## src/rtl/seg7_pkg.sv

```systemverilog
// -----------------------------------------------------------------------------
// seg7_pkg
//   Shared constants and helpers for the 7-segment display blocks.
//   - MAX_DIGITS : upper bound on the number of scanned digits
//   - SEG_BLANK  : pattern with every segment off
//   - SEG_HEX    : hex 0..F segment patterns, bit order {g,f,e,d,c,b,a},
//                  active-high (1 = segment lit); b and d are lowercase glyphs
//   - hex_to_seg : nibble -> segment pattern lookup
// -----------------------------------------------------------------------------
package seg7_pkg;

  localparam int MAX_DIGITS = 8;

  localparam logic [6:0] SEG_BLANK = 7'b000_0000;

  localparam logic [6:0] SEG_HEX [16] = '{
    7'b011_1111,  // 0
    7'b000_0110,  // 1
    7'b101_1011,  // 2
    7'b100_1111,  // 3
    7'b110_0110,  // 4
    7'b110_1101,  // 5
    7'b111_1101,  // 6
    7'b000_0111,  // 7 (a,b,c only)
    7'b111_1111,  // 8
    7'b110_1111,  // 9
    7'b111_0111,  // A
    7'b111_1100,  // b
    7'b011_1001,  // C
    7'b101_1110,  // d
    7'b111_1001,  // E
    7'b111_0001   // F
  };

  function automatic logic [6:0] hex_to_seg(input logic [3:0] nibble);
    return SEG_HEX[nibble];
  endfunction

endpackage

```

## src/rtl/hex_to_seg7.sv

```systemverilog
// -----------------------------------------------------------------------------
// hex_to_seg7
//   Combinational hex nibble to 7-segment decoder (active-high segments).
//   Shared between the scanning driver and the legacy single-digit block.
// Ports
//   nibble_i  in   4   hex value to display
//   seg_o     out  7   segment pattern {g,f,e,d,c,b,a}
// -----------------------------------------------------------------------------
module hex_to_seg7
  import seg7_pkg::*;
(
  input  logic [3:0] nibble_i,
  output logic [6:0] seg_o
);

  assign seg_o = hex_to_seg(nibble_i);

endmodule

```

## src/rtl/seg7_scan_driver.sv

```systemverilog
// -----------------------------------------------------------------------------
// seg7_scan_driver
//   Time-multiplexed driver for DIGITS hex digits sharing one segment bus.
//   Each digit owns a slot of REFRESH_DIV clocks; the first GUARD clocks of a
//   slot keep every digit enable off so the previous digit's pattern cannot
//   ghost onto the next one. Displayed data is swapped only at frame
//   boundaries so a frame never shows a mix of old and new digits.
// Parameters
//   DIGITS      number of digits (1..8)
//   REFRESH_DIV clocks per digit slot (>= GUARD+1)
//   GUARD       dark clocks at the start of every slot
//   ACTIVE_LOW  1: invert seg, dp and digit_en at the pins
// Ports
//   clk         in   1         rising-edge clock
//   rst         in   1         synchronous active-high reset
//   enable      in   1         0: display dark, scan parked at slot 0
//   load        in   1         strobe capturing value/dp_in/blank_lz
//   value       in   4*DIGITS  hex nibbles, nibble 0 = rightmost digit
//   dp_in       in   DIGITS    decimal point per digit
//   blank_lz    in   1         blank leading zero digits
//   seg         out  7         {g,f,e,d,c,b,a} of the lit digit
//   dp          out  1         decimal point of the lit digit
//   digit_en    out  DIGITS    one-hot (or all-off) digit select
//   frame_done  out  1         pulse aligned with the last cycle of the last slot
// -----------------------------------------------------------------------------
module seg7_scan_driver
  import seg7_pkg::*;
#(
  parameter int DIGITS      = 4,
  parameter int REFRESH_DIV = 1000,
  parameter int GUARD       = 2,
  parameter bit ACTIVE_LOW  = 1'b0
) (
  input  logic                  clk,
  input  logic                  rst,
  input  logic                  enable,
  input  logic                  load,
  input  logic [4*DIGITS-1:0]   value,
  input  logic [DIGITS-1:0]     dp_in,
  input  logic                  blank_lz,
  output logic [6:0]            seg,
  output logic                  dp,
  output logic [DIGITS-1:0]     digit_en,
  output logic                  frame_done
);

  localparam int CNT_W = (REFRESH_DIV > 1) ? $clog2(REFRESH_DIV) : 1;
  localparam int IDX_W = (DIGITS > 1) ? $clog2(DIGITS) : 1;

  localparam logic [CNT_W-1:0] CNT_LAST  = CNT_W'(REFRESH_DIV - 1);
  localparam logic [CNT_W-1:0] CNT_GUARD = CNT_W'(GUARD);
  localparam logic [IDX_W-1:0] IDX_LAST  = IDX_W'(DIGITS - 1);

  // Scan position
  logic [CNT_W-1:0]    cnt_q, cnt_d;
  logic [IDX_W-1:0]    idx_q, idx_d;

  // Shadow (written by load) and active (displayed) frame contents
  logic [4*DIGITS-1:0] shadow_val_q, shadow_val_d;
  logic [DIGITS-1:0]   shadow_dp_q,  shadow_dp_d;
  logic                shadow_blz_q, shadow_blz_d;
  logic [4*DIGITS-1:0] active_val_q, active_val_d;
  logic [DIGITS-1:0]   active_dp_q,  active_dp_d;
  logic                active_blz_q, active_blz_d;
  logic                pending_q,    pending_d;

  // Output registers (always active-high internally)
  logic [6:0]          seg_q;
  logic                dp_q;
  logic [DIGITS-1:0]   digit_en_q;
  logic                frame_done_q;

  // Combinational helpers
  logic                last_cnt_s;
  logic                wrap_s;
  logic                boundary_s;
  logic                show_s;
  logic [DIGITS-1:0]   onehot_s;
  logic [DIGITS-1:0]   blank_mask_s;
  logic                zero_run_s;
  logic [3:0]          nib_s;
  logic                dp_sel_s;
  logic                blank_sel_s;
  logic [6:0]          dec_seg_s;

  // Scan counter / digit index next state and frame-boundary detection
  always_comb begin
    last_cnt_s = (cnt_q == CNT_LAST);
    wrap_s     = enable && last_cnt_s && (idx_q == IDX_LAST);
    // While parked every cycle counts as a boundary: the next enabled cycle
    // is the first slot of a fresh frame.
    boundary_s = !enable || wrap_s;
    if (!enable) begin
      cnt_d = '0;
      idx_d = '0;
    end else if (last_cnt_s) begin
      cnt_d = '0;
      idx_d = (idx_q == IDX_LAST) ? '0 : idx_q + IDX_W'(1);
    end else begin
      cnt_d = cnt_q + CNT_W'(1);
      idx_d = idx_q;
    end
  end

  // Shadow capture and frame-aligned promotion to the active registers
  always_comb begin
    shadow_val_d = shadow_val_q;
    shadow_dp_d  = shadow_dp_q;
    shadow_blz_d = shadow_blz_q;
    active_val_d = active_val_q;
    active_dp_d  = active_dp_q;
    active_blz_d = active_blz_q;
    pending_d    = pending_q;
    if (load) begin
      shadow_val_d = value;
      shadow_dp_d  = dp_in;
      shadow_blz_d = blank_lz;
      if (boundary_s) begin
        // Load coinciding with the boundary bypasses the shadow stage.
        active_val_d = value;
        active_dp_d  = dp_in;
        active_blz_d = blank_lz;
        pending_d    = 1'b0;
      end else begin
        pending_d    = 1'b1;
      end
    end else if (boundary_s && pending_q) begin
      active_val_d = shadow_val_q;
      active_dp_d  = shadow_dp_q;
      active_blz_d = shadow_blz_q;
      pending_d    = 1'b0;
    end else begin
      pending_d    = pending_q;
    end
  end

  // Leading-zero mask: digit k is dark when it and every digit left of it are 0
  always_comb begin
    blank_mask_s = '0;
    zero_run_s   = 1'b1;
    for (int k = DIGITS - 1; k >= 1; k--) begin
      zero_run_s      = zero_run_s && (active_val_q[4*k +: 4] == 4'h0);
      blank_mask_s[k] = active_blz_q && zero_run_s;
    end
  end

  // Select the current digit's nibble, decimal point and blank flag
  always_comb begin
    onehot_s    = '0;
    nib_s       = 4'h0;
    dp_sel_s    = 1'b0;
    blank_sel_s = 1'b0;
    for (int k = 0; k < DIGITS; k++) begin
      onehot_s[k] = (idx_q == IDX_W'(k));
      nib_s       = nib_s | (onehot_s[k] ? active_val_q[4*k +: 4] : 4'h0);
      dp_sel_s    = dp_sel_s | (onehot_s[k] & active_dp_q[k]);
      blank_sel_s = blank_sel_s | (onehot_s[k] & blank_mask_s[k]);
    end
    show_s = enable && (cnt_q >= CNT_GUARD) && !blank_sel_s;
  end

  hex_to_seg7 u_dec (
    .nibble_i (nib_s),
    .seg_o    (dec_seg_s)
  );

  // Scan position, shadow/active frame data and pending flag
  always_ff @(posedge clk) begin
    if (rst) begin
      cnt_q        <= '0;
      idx_q        <= '0;
      shadow_val_q <= '0;
      shadow_dp_q  <= '0;
      shadow_blz_q <= 1'b0;
      active_val_q <= '0;
      active_dp_q  <= '0;
      active_blz_q <= 1'b0;
      pending_q    <= 1'b0;
    end else begin
      cnt_q        <= cnt_d;
      idx_q        <= idx_d;
      shadow_val_q <= shadow_val_d;
      shadow_dp_q  <= shadow_dp_d;
      shadow_blz_q <= shadow_blz_d;
      active_val_q <= active_val_d;
      active_dp_q  <= active_dp_d;
      active_blz_q <= active_blz_d;
      pending_q    <= pending_d;
    end
  end

  // Output registers: seg/dp forced blank whenever no digit is enabled
  always_ff @(posedge clk) begin
    if (rst) begin
      seg_q        <= SEG_BLANK;
      dp_q         <= 1'b0;
      digit_en_q   <= '0;
      frame_done_q <= 1'b0;
    end else begin
      frame_done_q <= wrap_s;
      if (show_s) begin
        seg_q      <= dec_seg_s;
        dp_q       <= dp_sel_s;
        digit_en_q <= onehot_s;
      end else begin
        seg_q      <= SEG_BLANK;
        dp_q       <= 1'b0;
        digit_en_q <= '0;
      end
    end
  end

  // Pin polarity applied after the registers; frame_done is never inverted.
  assign seg        = ACTIVE_LOW ? ~seg_q      : seg_q;
  assign dp         = ACTIVE_LOW ? ~dp_q       : dp_q;
  assign digit_en   = ACTIVE_LOW ? ~digit_en_q : digit_en_q;
  assign frame_done = frame_done_q;

endmodule
```

## config.mk

```make
export PLATFORM = sky130hd
export DESIGN_NAME = seg7_scan_driver
export DESIGN_NICKNAME = d
export VERILOG_FILES = /design/src/rtl/seg7_pkg.sv /design/src/rtl/hex_to_seg7.sv /design/src/rtl/seg7_scan_driver.sv
export SDC_FILE = /design/constraint.sdc
export NUM_CORES = 1
export LEC_CHECK = 0
export ABC_AREA = 1
export CAP_MARGIN = 0
export CORE_ASPECT_RATIO = 1.5
export CORE_MARGIN = 1.5
export CORE_UTILIZATION = 50
export DETAILED_ROUTE_END_ITERATION = 8
export MAX_ROUTING_LAYER = met4
export PLACE_DENSITY_LB_ADDON = 0.3
export SYNTH_ARGS = -nofsm -noshare
export SYNTH_HDL_FRONTEND = slang
export SYNTH_SLANG_ARGS = --single-unit
```

## constraint.sdc

```tcl
create_clock -name clk -period 2.1 [get_ports clk]
set_input_delay 0.42 -clock clk [delete_from_list [all_inputs] [get_ports clk]]
set_output_delay 0.42 -clock clk [all_outputs]
set_load 0.02 [all_outputs]
```

* Word-level counts from Yosys, hierarchy flattened
Memories as Yosys holds them, arrays and structs flattened. A register that Yosys moved wholly into a read port is not among the register bits.
Index checks and enable logic that the tools add are counted.
** Cells by class
- Reductions and logical operators :: 22
- Eq/ne operators :: 5
- Add/sub/neg operators :: 2
- Bitwise logic cells :: 18
- $lt $le $gt $ge :: 1
- Div/mod/pow operators :: 0
- Muxes and demuxes :: 17
- $mul :: 0
- Shift operators :: 0
** Operators with widths (count)
- 16-bit two-way mux :: 3
- 4-bit two-way mux :: 7
- 4-bit zero test :: 3
- 4-bit OR :: 3
- 10-bit by 1-bit adder with 10-bit output, second input constant :: 1
- 10-bit equality test, second input constant :: 1
- 10-bit by 2-bit >= comparator with 1-bit output, second input constant :: 1
- 1-bit logical AND :: 10
- 1-bit bitwise AND :: 7
- 1-bit two-way mux :: 6
- 4-bit inverter with 5-bit output :: 1
- 1-bit OR :: 5
- 2-bit equality test, second input constant :: 2
- 2-bit OR reduction :: 2
- 3-bit OR reduction :: 1
- 2-bit by 1-bit adder with 2-bit output, second input constant :: 1
- 2-bit by 1-bit equality test with 1-bit output, second input constant :: 1
- 1-bit zero test :: 2
- 2-bit zero test :: 1
- 2-bit two-way mux :: 1
- 2-bit by 1-bit != test with 1-bit output, second input constant :: 1
- 1-bit inverter :: 2
- 2-bit AND reduction :: 1
- 2-bit nonzero test :: 1
- 1-bit logical OR :: 1
** Word-level totals
- Bits in latches :: 0
- Memory bits (writable) :: 0
- Bits in read-only memories :: 112
- Memories :: 1
- Register bits after elaboration :: 61
** Memories
- (name not given) :: depth 16, bits a word 7, rd ports 1, clocked after memory_dff 1, wr ports 0, line seg7_pkg.sv:36 : return SEG_HEX[nibble];

* Logic depth before layout (Yosys ltp)
Gate-level depths: netlist of run 1.
- Depth in word-level cells :: 11
- Depth in mapped cells :: 12
- Gate-level depth less buffers :: 12

* Hierarchy
From an unflattened synthesis of run 1, not the netlist that was laid out.
** Unflattened totals
- Cell total of the unflattened synthesis :: 404
- Area total of the unflattened synthesis :: 3111.7 um^2
** By module, submodules not included
- seg7_scan_driver :: cells an instance 352, area an instance 2841.5 um^2, seq. area each 1361.3 um^2, times used 1
- hex_to_seg7 :: cells an instance 52, area an instance 270.3 um^2, seq. area each 0.0 um^2, times used 1

* Worst setup path before layout of run 1
Ideal clock, no wire load.
- Path kind :: register -> register
- Start point :: register idx_q[0]
- End point :: register seg_q[3] (netlist: seg[3])
- Cell stages (with the launch flop) :: 12
- Buffers on the path :: 0
- Period minus slack after synthesis :: 1.921 ns
- Path slack :: 0.179 ns
- Arrival :: 1.809 ns
- Cells stage by stage :: dfxtp_1 > inv_1 > ha_1 > nand2_1 > nand2_1 > nor2_1 > inv_1 > ha_1 > a21oi_1 > nand2_1 > nand2_1 > nor2_1
** Between the ends
- Elaborated cells between the ends (all ways) :: 21
- Those cells by class :: eq/ne (3); mux (4); bitwise (10); reduce/logical (4)
** RTL lines
- start, declared :: line seg7_scan_driver.sv:56 : logic [IDX_W-1:0] idx_q, idx_d;
- start signal, assigned :: line seg7_scan_driver.sv:181 : idx_q <= idx_d;
- 2-bit zero test :: line seg7_scan_driver.sv:154 : onehot_s[k] = (idx_q == IDX_W'(k));
- net onehot_s[0] :: line seg7_scan_driver.sv:78 : logic [DIGITS-1:0] onehot_s;
- 4-bit two-way mux :: line seg7_scan_driver.sv:155 : nib_s = nib_s | (onehot_s[k] ? active_val_q[4*k +: 4] : 4'h0);
- 4-bit OR (3 in series) :: line seg7_scan_driver.sv:155
- 4-bit inverter with 5-bit output (not written as such) :: line seg7_pkg.sv:36
- end, declared :: line seg7_scan_driver.sv:68 : logic [6:0] seg_q;
The timed path passes the listed nets, and every way through them passes these cells.
A chain may end at the register's enable or synchronous reset.

* Worst setup path after layout of run 1
Ends and elaborated chain as after synthesis.

==> flow_summary.yaml, run 1 <==
clocking:
  worstSkewPairLatency_ns: 0.35
  cts.sinks: 68
  cts_root_buffer: "clkbuf_8"
  post_cts_buffers: 0
  cts_tree: "done"
  cts_buffers: 9
  clockBufferDepth: 2
  clk_pin_slew_worst_paths_ns: 0.07
  cts_resized: 0
  h-tree-depth: 3
  hold_buffers: 0
sta:
  post-route-period-util_pct: 90.75
  fin_skew_ns: 0.01072
  finalCriticalPeriod_ns: 1.906
  finalHoldViolations: 0
  tightest_slew_ns: 0.5909
  finalSetupViolations: 0
  rsz0062_at_grt: "false"
  timing.fmax_ghz: 0.5247
  drv_slew: 0
  relSlewSlack_pct: 60.56
  fin_setup_tns_ns: 0
pwr:
  power.density_nw_per_um2: 758.2
  ir_drop_v: 0.0005960
  leakage_nw: 1.731
  total_power_w: 0.002873
setup_path:
  start_kind: "register"
  cpMostUsedCell: "nand2_1"
  crit_start: "idx_q[0]"
  reg2reg_to: "seg[3]"
  cpMaxStageDelayCell: "dfxtp_1"
  path_cells: "inv_1 > ha_1 > nand2_1 > nand2_1 > nor2_1 > inv_1 > ha_1 > a21oi_1 > nand2_1 > nand2_1 > nor2_1"
  critical_path_class: "register to register"
  rrSetupSlack_ns: 0.19
  critPathRequiredTime_ns: 2.33
  endpoint_kind: "register"
  reg2reg_from: "idx_q[0]"
  cp_max_fo: 6
  critPathArrivalTime_ns: 2.14
  cp_slowest_stage_delay_ns: 0.38
  reg2regPathDepth: 11
job:
  timing.max_cap.violations: 0
finish:
  nets: 481
  area_delta_synth_final_pct: 21.55
  layout_commonest_cell: "nand2_1"
  diodes: 0
  drive_above_1_share_pct: 9.152
  layout_common_cells: "nand2_1 (79), nor2_1 (74), dfxtp_1 (68), clkdlybuf4s50_1 (37), a21oi_1 (34)"
routing:
  drt_iter0_drc: 151
  met3WireLength_microns: 183
  top_layer: "met4"
  met2WireLength_microns: 3196
  drc: 0
  wire_per_inst_microns: 11.32
  drt-met1-wl_microns: 2414
  dr_total_vias: 2581
  vias_per_cell: 4.944
  dr.pass1.iters: 5
  wl_microns: 5911
  detail-route-antenna-nets: 0
run_status:
  status: "completed"
hold_path:
  hold-path-cell-count: 2
  min_to: "cnt_q[9]"
  hold_path.class: "register to register"
  min_from: "cnt_q[9]"
grt:
  grt_max_degree: 44
  track_usage_pct: 20.29
  grt_pass1_vias: 2463
  antenna_found_initial: 0
  gr-total-overflow: 0
  grt_first_pass_wirelength_microns: 10230
die:
  die-area_sq_um: 6728
  io_pins: 38
  rows: 35
  start_util_pct: 51.22
  fp.dieH_microns: 99.72
  core_sq_um: 6087
  fp.dieW_microns: 67.48
logic_synthesis:
  yosysWarnings: 0
  ys_seq_area_share_pct: 43.66
  synth-seq-cells: 68
  netlist_area_sq_um: 3118
  ys_async_sr_fraction_pct: 0
  synth_cells: 400
  syn_avg_cell_area_sq_um: 7.795
  synth_edf_count: 0
  synthDistinctLibCells: 33
  synth_fp_nets: 438
  synthFlopType: "dfxtp_1"
placed_design:
  dp_hpwl_microns: 4386
  port_buffers: 37
  gp_congestion: 0.8435
## worst max-delay path by stage
stage                             to  slack [ns]  cells after the start
global placement     active_val_q[1]        0.25                      7
detailed placement  active_val_q[15]        0.20                      6
global route                  seg[3]      0.0007                     11
CTS                           seg[3]        0.19                     11
floorplan                     seg[3]        0.18                     11
finish                        seg[3]        0.19                     11
## synthesized netlist by cell type, types with 3 or more instances
cell | instances | share of area (%)
mux2i_1 | 21 | 6.7
o21ai_0 | 5 | 0.80
nor2_1 | 74 | 8.9
nor3_1 | 4 | 0.64
inv_1 | 30 | 3.6
nand3_1 | 31 | 5.0
nand2_1 | 79 | 9.5
ha_1 | 13 | 5.2
dfxtp_1 | 68 | 44
a21oi_1 | 34 | 5.5
buf_2 | 6 | 0.96
nand2_2 | 3 | 0.60
buf_6 | 4 | 1.4
## routing by layer
metal  track usage, %  up-vias
met3            5.543        9
met4            8.477        0
met1            21.42     1173
met2            34.62       38
li1                 -     1361
met5                -        -
## worst max-delay path, delay by kind of cell (launching register included)
family                   cells  cell delay (ns)
adder cells (fa/ha/maj)      2             0.58
AO/OA/AOI/OAI                1             0.19
buffers and inverters        2             0.21
AND/OR/NAND/NOR              6             0.45
flip-flops                   1             0.38
## flip-flops by register name, summed over array words and instances (netlist names)
register      cells
active_blz_q      1
active_dp_q       4
active_val_q     16
cnt_q            10
digit_en          4
dp                1
frame_done        1
idx_q             2
pending_q         1
seg               7
shadow_blz_q      1
shadow_dp_q       4
shadow_val_q     16
## stage by stage
stage | instance area, sq um | hold slack, ns | setup WS [ns] | utilization, % | instances
floorplan | 3118 | 0.4391 | 0.1791 | - | 400
global placement | 3568 | 0.4467 | 0.2486 | 58.62 | 506
detailed placement | 3568 | 0.4568 | 0.2040 | 58.62 | 506
CTS | 3790 | 0.4672 | 0.1902 | 62.26 | 522
global route | 3790 | 0.4865 | 0.0006690 | 62.26 | 522
finish | 3790 | 0.4640 | 0.1942 | 62.26 | 522
## final cells by class
class	count	area, sq um
Clock buffer	13	178.9
Clock inverter	3	42.54
Fill cell	527	2297
Inverter	30	112.6
Multi-Input combinational cell	284	1509
Sequential cell	68	1361
Tap cell	74	92.59
Timing Repair Buffer	50	493.0
## logic make-up (layout without fill, tap and decap cells)
family | count (synthesis) | count (layout) | share of synthesized area [%]
adder cells (fa/ha/maj) | 13 | 13 | 5.217
multiplexers | 21 | 21 | 6.742
XOR/XNOR | 1 | 1 | 0.2810
buffers and inverters | 48 | 96 | 7.946
AND/OR/NAND/NOR | 206 | 206 | 28.81
AO/OA/AOI/OAI | 43 | 43 | 7.344
flip-flops | 68 | 68 | 43.66
## power breakdown
group | switching (W) | internal [W] | leakage (nW)
combinational | 0.000178 | 0.000160 | 1.06
clock | 0.000480 | 0.000676 | 0.112
sequential | 0.0000303 | 0.00135 | 0.557
No activity file was read; power rests on OpenSTA's default activity.
==> run 2: changes to the inputs <==
--- a/config.mk
+++ b/config.mk
@@ -6,13 +6,15 @@
 export NUM_CORES = 1
 export LEC_CHECK = 0
 export ABC_AREA = 1
-export CAP_MARGIN = 0
+export CAP_MARGIN = 20
 export CORE_ASPECT_RATIO = 1.5
 export CORE_MARGIN = 1.5
 export CORE_UTILIZATION = 50
 export DETAILED_ROUTE_END_ITERATION = 8
 export MAX_ROUTING_LAYER = met4
 export PLACE_DENSITY_LB_ADDON = 0.3
+export RECOVER_POWER = 25
+export SKIP_CTS_REPAIR_TIMING = 1
 export SYNTH_ARGS = -nofsm -noshare
 export SYNTH_HDL_FRONTEND = slang
 export SYNTH_SLANG_ARGS = --single-unit
==> flow_summary.yaml, run 2 (same netlist as run 1, synthesis figures left out) <==
routing:
  drt_iter0_drc: 154
  vias_per_cell: 4.954
  dr_total_vias: 2586
  wl_microns: 5910
  drc: 0
  dr.pass1.iters: 5
  wire_per_inst_microns: 11.32
  detail-route-antenna-nets: 0
finish:
  final_cells: 522
  area_delta_synth_final_pct: 20.59
  reg.largest.list: "active_val_q x16, shadow_val_q x16, cnt_q x10"
  nets: 481
  layout_commonest_cell: "nand2_1"
  diodes: 0
  final_util_pct: 61.77
  layout_common_cells: "nand2_1 (79), nor2_1 (74), dfxtp_1 (68), clkdlybuf4s50_1 (36), a21oi_1 (34)"
  drive_above_1_share_pct: 8.929
sta:
  timing.fmax_ghz: 0.5094
  tightest_slew_ns: 0.6723
  layout_setup_ws_ns: 0.1371
  finalSetupViolations: 0
  finalCriticalPeriod_ns: 1.963
  rsz0062_at_grt: "false"
  post-route-period-util_pct: 93.47
  fin_skew_ns: 0.01075
  fin_setup_tns_ns: 0
  drv_slew: 0
  relSlewSlack_pct: 55.18
  finalHoldViolations: 0
pwr:
  leakage_nw: 1.709
  ir_drop_v: 0.0005939
  power.density_nw_per_um2: 763.0
hold_path:
  hold-path-cell-count: 2
  min_from: "cnt_q[9]"
  hold_path.class: "register to register"
  min_to: "cnt_q[9]"
grt:
  antenna_found_initial: 0
  grtUsageMet1_pct: 21.42
  met3_usage_pct: 5.543
  grt_busiest_layer: "met2"
  grt_max_degree: 44
  grt_first_pass_wirelength_microns: 10230
  track_usage_pct: 20.29
  grt_pass1_vias: 2463
  gr-usage-met2_pct: 34.62
  gr-total-overflow: 0
clocking:
  cts_buffers: 9
  h-tree-depth: 3
  worstSkewPairLatency_ns: 0.35
  cts.sinks: 68
  cts_tree: "done"
  cts_root_buffer: "clkbuf_8"
  clk_pin_slew_worst_paths_ns: 0.07
  clockBufferDepth: 2
run_status:
  status: "completed"
placed_design:
  dp_slack_ns: 0.2040
  dp_cells: 506
  dp_hpwl_microns: 4386
  gp_congestion: 0.8435
  port_buffers: 37
setup_path:
  cp_slowest_stage_delay_ns: 0.53
  endpoint_kind: "register"
  reg2regPathDepth: 11
  rrSetupSlack_ns: 0.19
  start_kind: "input pin"
  reg2reg_from: "idx_q[0]"
  critPathRequiredTime_ns: 2.33
  path_delay_family: "buffers and inverters"
  path_cells: "dlygate4sd3_1 > clkbuf_2 > or2_1 > buf_12 > a21oi_1 > nor2_1"
  critPathArrivalTime_ns: 2.20
  cpMaxStageDelayCell: "dlygate4sd3_1"
  critical_path_class: "input pin to register"
  cp_max_fo: 43
  reg2reg_to: "seg[3]"
  cp.buffers_inverters: 3
die:
  die-area_sq_um: 6728
  io_pins: 38
  start_util_pct: 51.22
  fp.dieW_microns: 67.48
  rows: 35
  core_sq_um: 6087
  fp.dieH_microns: 99.72
job:
  timing.max_cap.violations: 0
==> run 2: changes by cell type in the layout (fill, tap and decap cells not counted) <==
cell / delta
clkbuf_2: +1
nand4_1: +1
buf_12: -1
nand4_4: -1
clkdlybuf4s50_1: -1
dlygate4sd3_1: +1
==> run 2: stage by stage <==
stage	cell area [sq um]	hold WS, ns	total power (W)
after floorplan	3118	0.4391	0.001641
after global placement	3568	0.4467	0.001741
after detailed placement	3568	0.4568	0.001748
after CTS	3790	0.4672	0.002906
after global routing	3760	0.4865	0.002999
final	3760	0.4640	0.002869
==> run 2: worst min-delay path: cells and delay by family, from the launching register on <==
family | cells | cell delay, ns
DFF | 1 | 0.31
and+or+nand+nor | 1 | 0.06
AOI/OAI and AO/OA | 1 | 0.05
==> run 2: power by group <==
part	switching (W)	total, W	internal, W
registers	0.0000304	0.00138	0.00135
clock network	0.000478	0.00115	0.000676
logic	0.000178	0.000335	0.000157
==> run 2: worst max path at each step <==
stage	from	end	slack (ns)	cells past startpoint
finish	load	active_val_q[5]	0.14	6
global route	idx_q[0]	seg[3]	0.0007	11
CTS	idx_q[0]	seg[3]	0.19	11
detailed placement	load	active_val_q[15]	0.20	6
global placement	load	active_val_q[1]	0.25	7
floorplan	idx_q[0]	seg[3]	0.18	11
==> run 2: final cells by class <==
type | instances | area [sq um]
Fill cell | 531 | 2327
Multi-Input combinational cell | 284 | 1494
Sequential cell | 68 | 1361
Timing Repair Buffer | 50 | 478.0
Clock buffer | 13 | 178.9
Inverter | 30 | 112.6
Tap cell | 74 | 92.59
Clock inverter | 3 | 42.54
==> run 2: per-layer routing <==
layer	part of all wire (%)	vias to the layer above
li1	-	1362
met1	41	1170
met2	53	45
met3	3.3	9
met4	1.9	0
met5	0	-
==> run 3: changes to the inputs <==
--- a/config.mk
+++ b/config.mk
@@ -12,7 +12,7 @@
 export CORE_UTILIZATION = 50
 export DETAILED_ROUTE_END_ITERATION = 8
 export MAX_ROUTING_LAYER = met4
-export PLACE_DENSITY_LB_ADDON = 0.3
+export PLACE_DENSITY = 0.76
 export RECOVER_POWER = 25
 export SKIP_CTS_REPAIR_TIMING = 1
 export SYNTH_ARGS = -nofsm -noshare
==> flow_summary.yaml, run 3 (same netlist as run 1, synthesis figures left out) <==
finish:
  fillers: 532
  nets: 480
  diodes: 0
  area_delta_synth_final_pct: 20.59
  multi_input_area_sq_um: 1500
  drive_above_1_share_pct: 8.072
  stdcell_area_sq_um: 3760
  regArea_sq_um: 1361
  layout_common_cells: "nand2_1 (79), nor2_1 (74), dfxtp_1 (68), clkdlybuf4s50_1 (36), a21oi_1 (33)"
  layout_commonest_cell: "nand2_1"
  reg.largest.list: "active_val_q x16, shadow_val_q x16, cnt_q x10"
routing:
  vias_per_cell: 5.062
  dr.pass1.iters: 4
  wl_microns: 6013
  dr_total_vias: 2632
  drt_iter0_drc: 161
  drc: 0
  wire_per_inst_microns: 11.56
  detail-route-antenna-nets: 0
clocking:
  cts.sinks: 68
  cts_buffers: 9
  cts_tree: "done"
  h-tree-depth: 3
  clk_pin_slew_worst_paths_ns: 0.07
  worstSkewPairLatency_ns: 0.35
  clockBufferDepth: 2
  cts_root_buffer: "clkbuf_8"
grt:
  track_usage_pct: 20.86
  grt_max_degree: 44
  grt_pass1_vias: 2507
  grt_first_pass_wirelength_microns: 10480
  gr-total-overflow: 0
  antenna_found_initial: 0
run_status:
  status: "completed"
setup_path:
  start_kind: "register"
  endpoint_kind: "register"
  critPathRequiredTime_ns: 2.33
  cp_max_fo: 6
  cpMostUsedCell: "nand2_1"
  path_cells: "inv_1 > ha_1 > nand2_1 > nand2_1 > nor2_1 > inv_1 > ha_1 > a21oi_2 > nand2_1 > nand2_1 > nor2_1"
  critPathArrivalTime_ns: 2.10
  critical_path_class: "register to register"
  cpMaxStageDelayCell: "dfxtp_1"
  cp_slowest_stage_delay_ns: 0.37
sta:
  finalHoldViolations: 0
  post-route-period-util_pct: 89.49
  finalCriticalPeriod_ns: 1.879
  fin_setup_tns_ns: 0
  tightest_slew_ns: 0.5587
  fin_skew_ns: 0.007504
  relSlewSlack_pct: 62.71
  rsz0062_at_grt: "false"
  drv_slew: 0
  finalSetupViolations: 0
  timing.fmax_ghz: 0.5321
pwr:
  p_clk_share_pct: 39.0
  p_int_w: 0.002149
  leakage_nw: 1.698
  seq_power_share_pct: 48.9
  netSwitchingFraction_pct: 23.81
  combPwrFrac_pct: 12.1
  ir_drop_v: 0.0005761
  switchingPower_w: 0.0006717
  power.density_nw_per_um2: 750.2
die:
  core_sq_um: 6087
  fp.dieH_microns: 99.72
  rows: 35
  start_util_pct: 51.22
  fp.dieW_microns: 67.48
  io_pins: 38
  die-area_sq_um: 6728
placed_design:
  port_buffers: 37
  dp_hpwl_microns: 4338
  place_area_sq_um: 3573
  gp_congestion: 0.8847
job:
  timing.max_cap.violations: 0
hold_path:
  hold_path.class: "register to register"
[run 3: power groups by stage]
stage / Sequential (W) / Combinational [W] / Clock (W)
finish: 0.00138 / 0.000340 / 0.00110
detailed placement: 0.00141 / 0.000340 / 0
global route: 0.00139 / 0.000387 / 0.00117
floorplan: 0.00140 / 0.000237 / 0
global placement: 0.00141 / 0.000332 / 0
CTS: 0.00138 / 0.000343 / 0.00112
[run 3: critical path, delay by kind of cell, from the launching register on]
family / cells / cell delay (ns)
adder cells (fa/ha/maj): 2 / 0.56
AND/OR/NAND/NOR: 6 / 0.46
flip-flops: 1 / 0.37
AO/OA/AOI/OAI: 1 / 0.15
buffers and inverters: 2 / 0.20
[run 3: final timing paths]
check	slack, ns	cells past startpoint	to	start
max	0.22	11	seg[3]	idx_q[1]
min	0.46	2	cnt_q[9]	cnt_q[9]
max reg2reg	0.22	11	seg[3]	idx_q[1]
min reg2reg	0.46	2	cnt_q[9]	cnt_q[9]
[run 3: final cells by class]
type | instances | area share (%)
repair buffers | 49 | 13.04
inverters | 30 | 2.995
clock inverters | 1 | 0.7987
well taps | 74 | 2.463
clock buffers | 14 | 4.592
flip-flops and latches | 68 | 36.21
multi-input cells | 284 | 39.90
[run 3: metal layers]
layer,global-route usage [%],routed length (microns)
met1,22.94,2591
met2,33.71,3070
met3,4.751,200
met4,11.93,151
met5,-,0
[run 3: through the flow]
step	hold WS [ns]	instances	total power, W	utilization [%]	setup WS, ns
final	0.4621	520	0.002821	61.77	0.2206
after global routing	0.5168	520	0.002947	61.77	0.02354
after CTS	0.4650	520	0.002846	62.03	0.1959
after detailed placement	0.4550	505	0.001749	58.71	0.1595
after global placement	0.4476	505	0.001739	58.71	0.2266
after floorplan	0.4391	400	0.001641	-	0.1791
